### src/rtl/mvb_item_serializer.sv
// mvb_item_serializer
//
// Consumer-side MVB endpoint. Accepts one multi-item MVB word at a time into
// a one-word buffer and emits its valid items one per cycle, lowest index
// first, on a single-item valid/ready stream.
//
// Handshake rule (both sides): a transfer happens on a rising CLK edge where
// SRC_RDY=1 and DST_RDY=1. The source must hold its data and valid bits
// stable until that edge. DST_RDY may depend on the sink's own state only.
//
// Ports:
//   CLK         clock, rising edge
//   RESET_N     asynchronous active-low reset
//   RX_DATA     ITEMS*ITEM_WIDTH input word; item i at [(i+1)*W-1 : i*W]
//   RX_VLD      per-item valid of the input word
//   RX_SRC_RDY  input word present
//   RX_DST_RDY  input word accepted (combinational from TX_DST_RDY only)
//   TX_DATA     current item
//   TX_IDX      source index of the current item within its word
//   TX_LAST     current item is the last pending item of its word
//   TX_SRC_RDY  item present
//   TX_DST_RDY  item consumed
module mvb_item_serializer #(
  parameter  int ITEMS      = 4,
  parameter  int ITEM_WIDTH = 8,
  localparam int IDX_WIDTH  = (ITEMS > 1) ? $clog2(ITEMS) : 1
) (
  input  logic                        CLK,
  input  logic                        RESET_N,
  input  logic [ITEMS*ITEM_WIDTH-1:0] RX_DATA,
  input  logic [ITEMS-1:0]            RX_VLD,
  input  logic                        RX_SRC_RDY,
  output logic                        RX_DST_RDY,
  output logic [ITEM_WIDTH-1:0]       TX_DATA,
  output logic [IDX_WIDTH-1:0]        TX_IDX,
  output logic                        TX_LAST,
  output logic                        TX_SRC_RDY,
  input  logic                        TX_DST_RDY
);

  // Buffer occupancy is fully implied by the pending mask; buf_state is the
  // decoded view of it and is what the TX flags are derived from.
  typedef enum logic [1:0] {
    BUF_EMPTY = 2'd0,
    BUF_ONE   = 2'd1,
    BUF_MULTI = 2'd2
  } buf_state_e;

  logic [ITEMS*ITEM_WIDTH-1:0] buf_data_q, buf_data_d;
  logic [ITEMS-1:0]            pend_q, pend_d;

  buf_state_e                  buf_state;
  logic [IDX_WIDTH-1:0]        sel;
  logic [ITEMS-1:0]            sel_mask;
  logic [ITEM_WIDTH-1:0]       sel_data;
  logic                        tx_hs;
  logic                        rx_hs;

  // Occupancy decode: clearing the lowest set bit leaves zero iff one bit set.
  always_comb begin
    if (pend_q == '0) begin
      buf_state = BUF_EMPTY;
    end else if ((pend_q & (pend_q - ITEMS'(1))) == '0) begin
      buf_state = BUF_ONE;
    end else begin
      buf_state = BUF_MULTI;
    end
  end

  // Priority encoder: scan from the top so the lowest set index wins.
  // With nothing pending the selection rests on item 0, which reset clears,
  // so TX_DATA reads 0 out of reset.
  always_comb begin
    sel      = '0;
    sel_mask = '0;
    sel_data = buf_data_q[ITEM_WIDTH-1:0];
    for (int i = ITEMS - 1; i >= 0; i--) begin
      if (pend_q[i]) begin
        sel         = IDX_WIDTH'(i);
        sel_mask    = '0;
        sel_mask[i] = 1'b1;
        sel_data    = buf_data_q[i*ITEM_WIDTH +: ITEM_WIDTH];
      end
    end
  end

  assign TX_SRC_RDY = (buf_state != BUF_EMPTY);
  assign TX_LAST    = (buf_state == BUF_ONE);
  assign TX_DATA    = sel_data;
  assign TX_IDX     = sel;

  // A new word may land when the buffer is empty or its last item leaves now.
  assign RX_DST_RDY = (buf_state == BUF_EMPTY) || (TX_LAST && TX_DST_RDY);

  assign tx_hs = TX_SRC_RDY && TX_DST_RDY;
  assign rx_hs = RX_SRC_RDY && RX_DST_RDY;

  // A load replaces the whole mask, so it supersedes the clear of the item
  // handed off on the same edge (that item was the last one anyway).
  always_comb begin
    buf_data_d = buf_data_q;
    pend_d     = pend_q;
    if (rx_hs) begin
      buf_data_d = RX_DATA;
      pend_d     = RX_VLD;
    end else if (tx_hs) begin
      pend_d = pend_q & ~sel_mask;
    end
  end

  always_ff @(posedge CLK or negedge RESET_N) begin
    if (!RESET_N) begin
      buf_data_q <= '0;
      pend_q     <= '0;
    end else begin
      buf_data_q <= buf_data_d;
      pend_q     <= pend_d;
    end
  end

endmodule

### config.mk
export PLATFORM = sky130hd
export DESIGN_NAME = mvb_item_serializer
export DESIGN_NICKNAME = d
export VERILOG_FILES = /design/src/rtl/mvb_item_serializer.sv
export SDC_FILE = /design/constraint.sdc
export NUM_CORES = 1
export LEC_CHECK = 0
export CORE_MARGIN = 2
export CORE_UTILIZATION = 50
export CTS_BUF_LIST = sky130_fd_sc_hd__clkbuf_2 sky130_fd_sc_hd__clkbuf_4 sky130_fd_sc_hd__clkbuf_8
export CTS_CLUSTER_DIAMETER = 60
export CTS_CLUSTER_SIZE = 8
export DETAILED_ROUTE_END_ITERATION = 10
export GPL_TIMING_DRIVEN = 0
export PLACE_DENSITY_LB_ADDON = 0.3
export SLEW_MARGIN = 20
export SYNTH_ARGS = -nofsm -noshare
export SYNTH_HDL_FRONTEND = slang
export SYNTH_SLANG_ARGS = --single-unit
### constraint.sdc
create_clock -name CLK -period 2.5 [get_ports CLK]
set_input_delay 0.375 -clock CLK [delete_from_list [all_inputs] [get_ports CLK]]
set_output_delay 0.375 -clock CLK [all_outputs]
set_load 0.03 [all_outputs]
**After elaboration in Yosys (flattened, before gate mapping)**

Cells that the tools add are included.

- Bits in registers: 36
- Input bits: 40
- Output and inout bits: 13
- Logic and storage cells: 32

- Add/sub/neg operators: 1
- Equal/unequal tests: 1
- Multiplexer cells: 16
- Bitwise logic cells: 3
- Reductions and logical operators: 9

Operators by type and width:

| kind | number |
|---|---|
| $mux W8 | 4 |
| $mux W4 | 6 |
| $mux W2 | 6 |
| $and A4 B4 Y4 | 2 |
| $logic_not A4 Y1 | 2 |
| $not A4 Y4 | 1 |
| $reduce_bool A2 Y1 | 2 |
| $sub A4 B1 Y4 const B | 1 |
| $logic_and A1 B1 Y1 | 3 |
| $eq A2 B1 Y1 const B | 1 |
| $logic_not A2 Y1 | 1 |
| $logic_or A1 B1 Y1 | 1 |

**Longest topological paths before layout**

Gate-level depths: netlist of the first run.

- Word-level depth: 10
- Mapped depth: 6
- Gate-level depth less buffers: 4

**Worst setup path after synthesis of the first run**

Ideal clock, no wire load.

- Path type: reg-to-output
- From: register pend_q[2]
- To: output TX_DATA[0]
- Arrival time: 1761 ps
- Data required time: 2125 ps
- Setup slack: 364 ps
- Stages on the path, launching flop included: 6
- Buffers on the path: 2
- Path through: dfrtp_1 -> clkbuf_1 -> nor2b_1 -> clkbuf_1 -> a221oi_1 -> o31ai_1

- Cells in the longest elaborated chain, start to end: 3

RTL lines:

| what | RTL line | RTL |
|---|---|---|
| from (decl) | 50 | `logic [ITEMS-1:0] pend_q, pend_d;` |
| from (signal assigned) | 117 | `pend_q <= pend_d;` |
| $mux W8 (3 in a row) | 78 | `if (pend_q[i]) begin` |
| to (decl) | 34 | `output logic [ITEM_WIDTH-1:0] TX_DATA,` |

No other way between the ends.

**Final worst setup path of the first run**

- From: register pend_q[3]
- To: output TX_DATA[1]

- Cells in the longest elaborated chain, start to end: 4

RTL lines:

| what | RTL line |
|---|---|
| $mux W8 (4 in a row) | 78 |

No other way between the ends.

==> results of run 1 <==
power by group through the flow:
stage	registers (mW)	clock network (mW)	logic, mW
3_3_place_gp	1.05	0	2.03
2_1_floorplan	1.01	0	1.41
6_report	1.08	0.304	1.95
5_1_grt	1.12	0.332	2.08
3_5_place_dp	1.07	0	2.08
4_1_cts	1.07	0.304	1.97
path summary, 6_finish.rpt:
| kind | end | slack (ns) | from | cells past startpoint |
|---|---|---|---|---|
| worst max register to register | buf_data_q[19]$_DFFE_PN0P_ | 0.58 | pend_q[0]$_DFFE_PN0P_ | 5 |
| worst min register to register | buf_data_q[0]$_DFFE_PN0P_ | 0.52 | buf_data_q[0]$_DFFE_PN0P_ | 1 |
| max in group asynchronous | pend_q[1]$_DFFE_PN0P_ | 1.60 | RESET_N | 3 |
| worst max-delay path | TX_DATA[1] | 0.02 | pend_q[3]$_DFFE_PN0P_ | 5 |
| worst min-delay path | pend_q[3]$_DFFE_PN0P_ | 0.47 | RESET_N | 2 |
| min in group CLK | buf_data_q[0]$_DFFE_PN0P_ | 0.52 | buf_data_q[0]$_DFFE_PN0P_ | 1 |
cells in the mapped netlist (2+ instances only):
cell	number
a221oi_1	7
nor2_1	5
nor2b_1	8
nor3_1	2
mux2_4	2
o31ai_1	7
o21ai_0	5
clkbuf_1	6
a21oi_1	4
dfrtp_1	36
a32o_1	2
nand2_1	11
inv_1	2
buf_6	3
mux2_2	30
per-layer routing:
metal  vias up  track usage, %  part of all wire, %
li1        629               -                    -
met1       642           27.16                   44
met2        47           35.08                   48
met3        11           4.324                  6.1
met4         0           10.28                  2.1
met5         -               0                    0
through the flow:
step / instances / area (µm²)
2_1_floorplan: 141 / 1724
3_3_place_gp: 239 / 2302
3_5_place_dp: 240 / 2325
4_1_cts: 247 / 2379
5_1_grt: 246 / 2372
6_report: 246 / 2372
flip-flops by register name, indices dropped and copies added (netlist names):
| signal | flops |
|---|---|
| pend_q | 4 |
| buf_data_q | 32 |
final cells by class:
class / count / area share [%]
plain buffers: 8 / 2.373
clock buffers: 6 / 1.899
clock inverters: 1 / 0.2110
inverters: 2 / 0.3165
multi-input cells: 93 / 31.86
flip-flops and latches: 36 / 37.97
well taps: 46 / 2.426
repair buffers: 54 / 22.94
cell families after synthesis:
family,after synthesis
AOI/OAI and AO/OA,29
muxes,32
DFF,36
and+or+nand+nor,31
xor gates and xnor gates,1
buffers and inverters,12
what timing repair did:
item,CTS,global route
hold buffers,1,0
setup endpoints to repair,11,7
endpoints found under the hold margin,14,0
pin swaps,0,0
resized for setup,21,10
worst reg2reg max path, delay by kind of cell, from the launching register on:
family | cells | cell delay, ns
and+or+nand+nor | 1 | 0.17
muxes | 1 | 0.35
DFF | 1 | 0.46
AOI/OAI and AO/OA | 2 | 0.60
buffers and inverters | 1 | 0.23
==> results_dict.tcl, run 1 <==
set metrics [dict create \
    drcViolationCount 0 \
    drive_above_1_share_pct 28.50 \
    muxShareOfSynthArea_pct 21.34 \
    outcome "complete, no violations" \
    finalCritPeriodShare_pct 99.02 \
    synth-simple-area-share_pct 9.216 \
    slowest_stage "dfrtp_1" \
    maxSlewViolCount 0 \
    routed_via_density 5.402 \
    synth_area_leaders "dfrtp_1, mux2_2, a221oi_1" \
    worst_slack_ns 0.02447 \
    syn2layout_area_growth_pct 37.59 \
    max_clock_freq_mhz 404.0 \
    synth-main-ff-cell "dfrtp_1" \
    row_count 21 \
    cp-start-kind "register" \
    finish.utilization_pct 71.09 \
    max-cap-violations 0 \
    clk_pin_slew_ns 0.10 \
    ys_types 26 \
    first_iter_violations 102 \
    wl_um 3912 \
    crit_chain "nor2b_1 -> clkbuf_2 -> a221oi_1 -> o31ai_1 -> clkdlybuf4s15_1" \
    finalSetupViolCount 0 \
    synth_edf_count 0 \
    die_h_um 62.72 \
    dieArea_mm2 0.003934 \
    synth_top_family_by_area "multiplexers" \
    netlist_instances 141 \
    final_hold_viol_count 0 \
    syn_nets 181 \
    place_congestion 0.8369 \
    worstPathRequired_ns 2.12 \
    die_x_um 62.72 \
    clock_latency_ns 0.34 \
    ff_latch_area_um2 900.9 \
    synth-seq-cells 36 \
    pre_cts_slack_ns -0.1521 \
    nFillCells 243 \
    htreeDepth 2 \
    synth_area_leader_cell "dfrtp_1" \
    worstPathArrival_ns 2.10 \
    tritoncts "done" \
    switching_share_pct 43.30 \
    path_max_fanout 9 \
    p_int_mw 1.888 \
    netlist_area_mm2 0.001724 \
    critPathMaxStageDelay_ns 0.48 \
    cts_buffers 5 \
    pwr_density_cell_mw_per_mm2 1404 \
    slew_headroom_pct 67.09 \
    synth-compound-area-share_pct 12.77 \
    vdd_drop_max_uv 808.2 \
    ys_seq_area_share_pct 52.25 \
    clock-sinks 36 \
    hold_ws_ns 0.4662 \
    clockBufferDepth 2 \
    dr.pass1.iters 4 \
    grt_pass1_vias 1397 \
    start_util_pct 51.67 \
    mostFrequentLayoutCell "clkdlybuf4s50_1" \
    async_flop_share_pct 100.0 \
    synth_adder_area_share_pct 0 \
    hpwlAfterDp_um 2905 \
    grt_overflow 0 \
    grt_use_total_pct 21.38 \
    synth_warnings 0 \
    clkPwrFrac_pct 9.1 \
    grt_pass1_wl_um 6465 \
    crit_type "register to output port" \
    cpLargestDelayFamily "buffers and inverters" \
    postCtsSetupRepairBufs 0 \
    period_needed_ns 2.476 \
    multi_input_area_um2 755.7 \
    core_mm2 0.003337 \
    fin_tns_setup_ns 0 \
    nets 240 \
    synth_xor_area_share_pct 0.5080 \
    antenna_found_initial 0 \
    crit_path_end_kind "output port" \
    most-common-layout-cells "clkdlybuf4s50_1, dfrtp_1, mux2_2, nand2_1, nor2b_1" \
    rsz0062_at_grt "no" \
    antenna-diode-count 0 \
    p_sw_mw 1.442 \
    p_comb_share_pct 58.5 \
    worstHoldPathType "input pin to asynchronous set/reset pin" \
    vias 1329 \
    path_buf_inv 2 \
    tightest_slew_ns 0.4920 \
    total_power_mw 3.330 \
    grt_max_degree 23 \
    seqPwrFrac_pct 32.3 \
    wire_per_inst_um 15.90 \
    port_buffers 52 \
    io_pins 53 \
    synth_area_per_cell_um2 12.23 \
    leakagePower_nw 1.014 \
    ant_nets 0 \
    fin_worst_skew_ns 0.006499 \
    yosysTopAreaCellShare_pct 52.25 \
    cts_root_buf "clkbuf_4" \
]
Note: power is estimated with default switching activity, not from simulation.
==> run 2: changes to the inputs <==
- MAX_ROUTING_LAYER: not set -> met4
==> run 2 against run 1 <==
Non-clock buffer count stayed put. Die area stayed put. Maximum frequency hardly changed. Hold slack better by 0.0014 ns. Largest cell class unchanged. Combinational power hardly changed. Power hardly changed. Count of clock-buffer cells in the layout stayed put. Highest routed layer unchanged. Critical path depth stayed put. Clock skew is 0.0019 ns lower.
==> results_dict.tcl, run 2 (same netlist as run 1, synthesis figures left out) <==
set metrics [dict create \
    vias 1337 \
    fin_tns_setup_ns 0 \
    max-cap-violations 0 \
    dieArea_mm2 0.003934 \
    path_max_fanout 9 \
    port_buffers 52 \
    dr.pass1.iters 4 \
    start_util_pct 51.67 \
    antenna-diode-count 0 \
    leakagePower_nw 1.013 \
    r2r_start "pend_q[0]$_DFFE_PN0P_" \
    clockBufferDepth 2 \
    cts_root_buf "clkbuf_4" \
    antenna_found_initial 0 \
    pre_cts_slack_ns -0.1521 \
    wl_um 3869 \
    max_clock_freq_mhz 403.6 \
    tritoncts "done" \
    row_count 21 \
    grt_overflow 0 \
    htreeDepth 2 \
    nFillCells 243 \
    clock-sinks 36 \
    largest-register "buf_data_q" \
    cts_buffers 5 \
    slew_headroom_pct 66.82 \
    cp-start-kind "register" \
    clk_pin_slew_ns 0.10 \
    worstPathArrival_ns 2.10 \
    grt_max_degree 23 \
    grt_use_total_pct 21.92 \
    drcViolationCount 0 \
    hpwlAfterDp_um 2905 \
    die_x_um 62.72 \
    wire_per_inst_um 15.73 \
    tightest_slew_ns 0.4961 \
    die_h_um 62.72 \
    dpl_cell_area_mm2 0.002325 \
    first_iter_violations 99 \
    pwr_density_cell_mw_per_mm2 1404 \
    syn2layout_area_growth_pct 37.66 \
    clock_latency_ns 0.34 \
    crit_type "register to output port" \
    largest_reg_flops 32 \
    worstPathRequired_ns 2.12 \
    maxSlewViolCount 0 \
    critPathLaunch "pend_q[3]$_DFFE_PN0P_" \
    finalCritPeriodShare_pct 99.10 \
    io_pins 53 \
    period_needed_ns 2.478 \
    rsz0062_at_grt "no" \
    nets 240 \
    total_power_mw 3.332 \
    outcome "complete, no violations" \
    place_congestion 0.8498 \
    routed_via_density 5.435 \
    grt_pass1_vias 1396 \
    most-common-layout-cells "clkdlybuf4s50_1, dfrtp_1, mux2_2, nand2_1, nor2b_1" \
    ant_nets 0 \
    drive_above_1_share_pct 28.50 \
    final_hold_viol_count 0 \
    worst_slack_ns 0.02250 \
    vdd_drop_max_uv 805.1 \
    core_mm2 0.003337 \
    grt_pass1_wl_um 6465 \
    top_regs "buf_data_q: 32 flops, pend_q: 4 flops" \
    finalSetupViolCount 0 \
    fin_worst_skew_ns 0.004633 \
    mostFrequentLayoutCell "clkdlybuf4s50_1" \
    postCtsSetupRepairBufs 0 \
    worstHoldPathType "input pin to asynchronous set/reset pin" \
    crit_path_end_kind "output port" \
    stdcell_area_mm2 0.002374 \
]
-- run 2: power by group --
part	switching [mW]	internal, mW
Combinational	1.06	0.898
Sequential	0.195	0.879
Clock	0.187	0.114
Total	1.44	1.89
-- run 2: final cells by class --
cell class | count | area [µm²] | area share (%)
tap | 46 | 57.56 | 2.425
timing repair buffer | 54 | 545.5 | 22.98
multi-input combinational | 93 | 755.7 | 31.84
sequential | 36 | 900.9 | 37.95
clock inverter | 1 | 5.005 | 0.2109
buffer | 8 | 56.30 | 2.372
clock buffer | 6 | 45.04 | 1.898
inverter | 2 | 7.507 | 0.3163
-- run 2: routing by layer --
| metal | share of wire (%) | track usage, % | wire length [µm] | vias to the layer above |
|---|---|---|---|---|
| met4 | 2.3 | 10.28 | 89 | 0 |
| met2 | 49 | 34.81 | 1879 | 49 |
| met3 | 6.5 | 4.685 | 253 | 10 |
| li1 | - | - | - | 630 |
| met5 | 0 | - | 0 | - |
| met1 | 43 | 26.92 | 1647 | 648 |
-- run 2: path summary, 6_finish.rpt --
path / end / slack, ns / cells after the start
min in group CLK: buf_data_q[0]$_DFFE_PN0P_ / 0.52 / 1
worst min register to register: buf_data_q[0]$_DFFE_PN0P_ / 0.52 / 1
max in group asynchronous: pend_q[1]$_DFFE_PN0P_ / 1.60 / 3
worst max-delay path: TX_DATA[1] / 0.02 / 5
worst min-delay path: pend_q[3]$_DFFE_PN0P_ / 0.47 / 2
worst max register to register: buf_data_q[20]$_DFFE_PN0P_ / 0.58 / 5
-- run 2: repair_timing --
action,in CTS,in global routing
endpoints found under the setup margin,11,7
hold endpoints to repair,14,0
resized for setup,21,11
hold buffers,1,0
-- run 2: worst max-delay path, cell delays in order, from the launching register on --
cell and delay (ns):
dfrtp_1 0.48, nor2b_1 0.18, clkbuf_2 0.20, a221oi_1 0.42, o31ai_1 0.11, clkdlybuf4s15_1 0.36
-- run 2: through the flow --
step,std cells,util [%],hold WS (ns)
2_1_floorplan,141,-,0.07941
3_3_place_gp,239,68.99,0.4881
3_5_place_dp,240,69.67,0.3212
4_1_cts,247,71.28,0.4732
5_1_grt,246,71.13,0.4930
6_report,246,71.13,0.4676
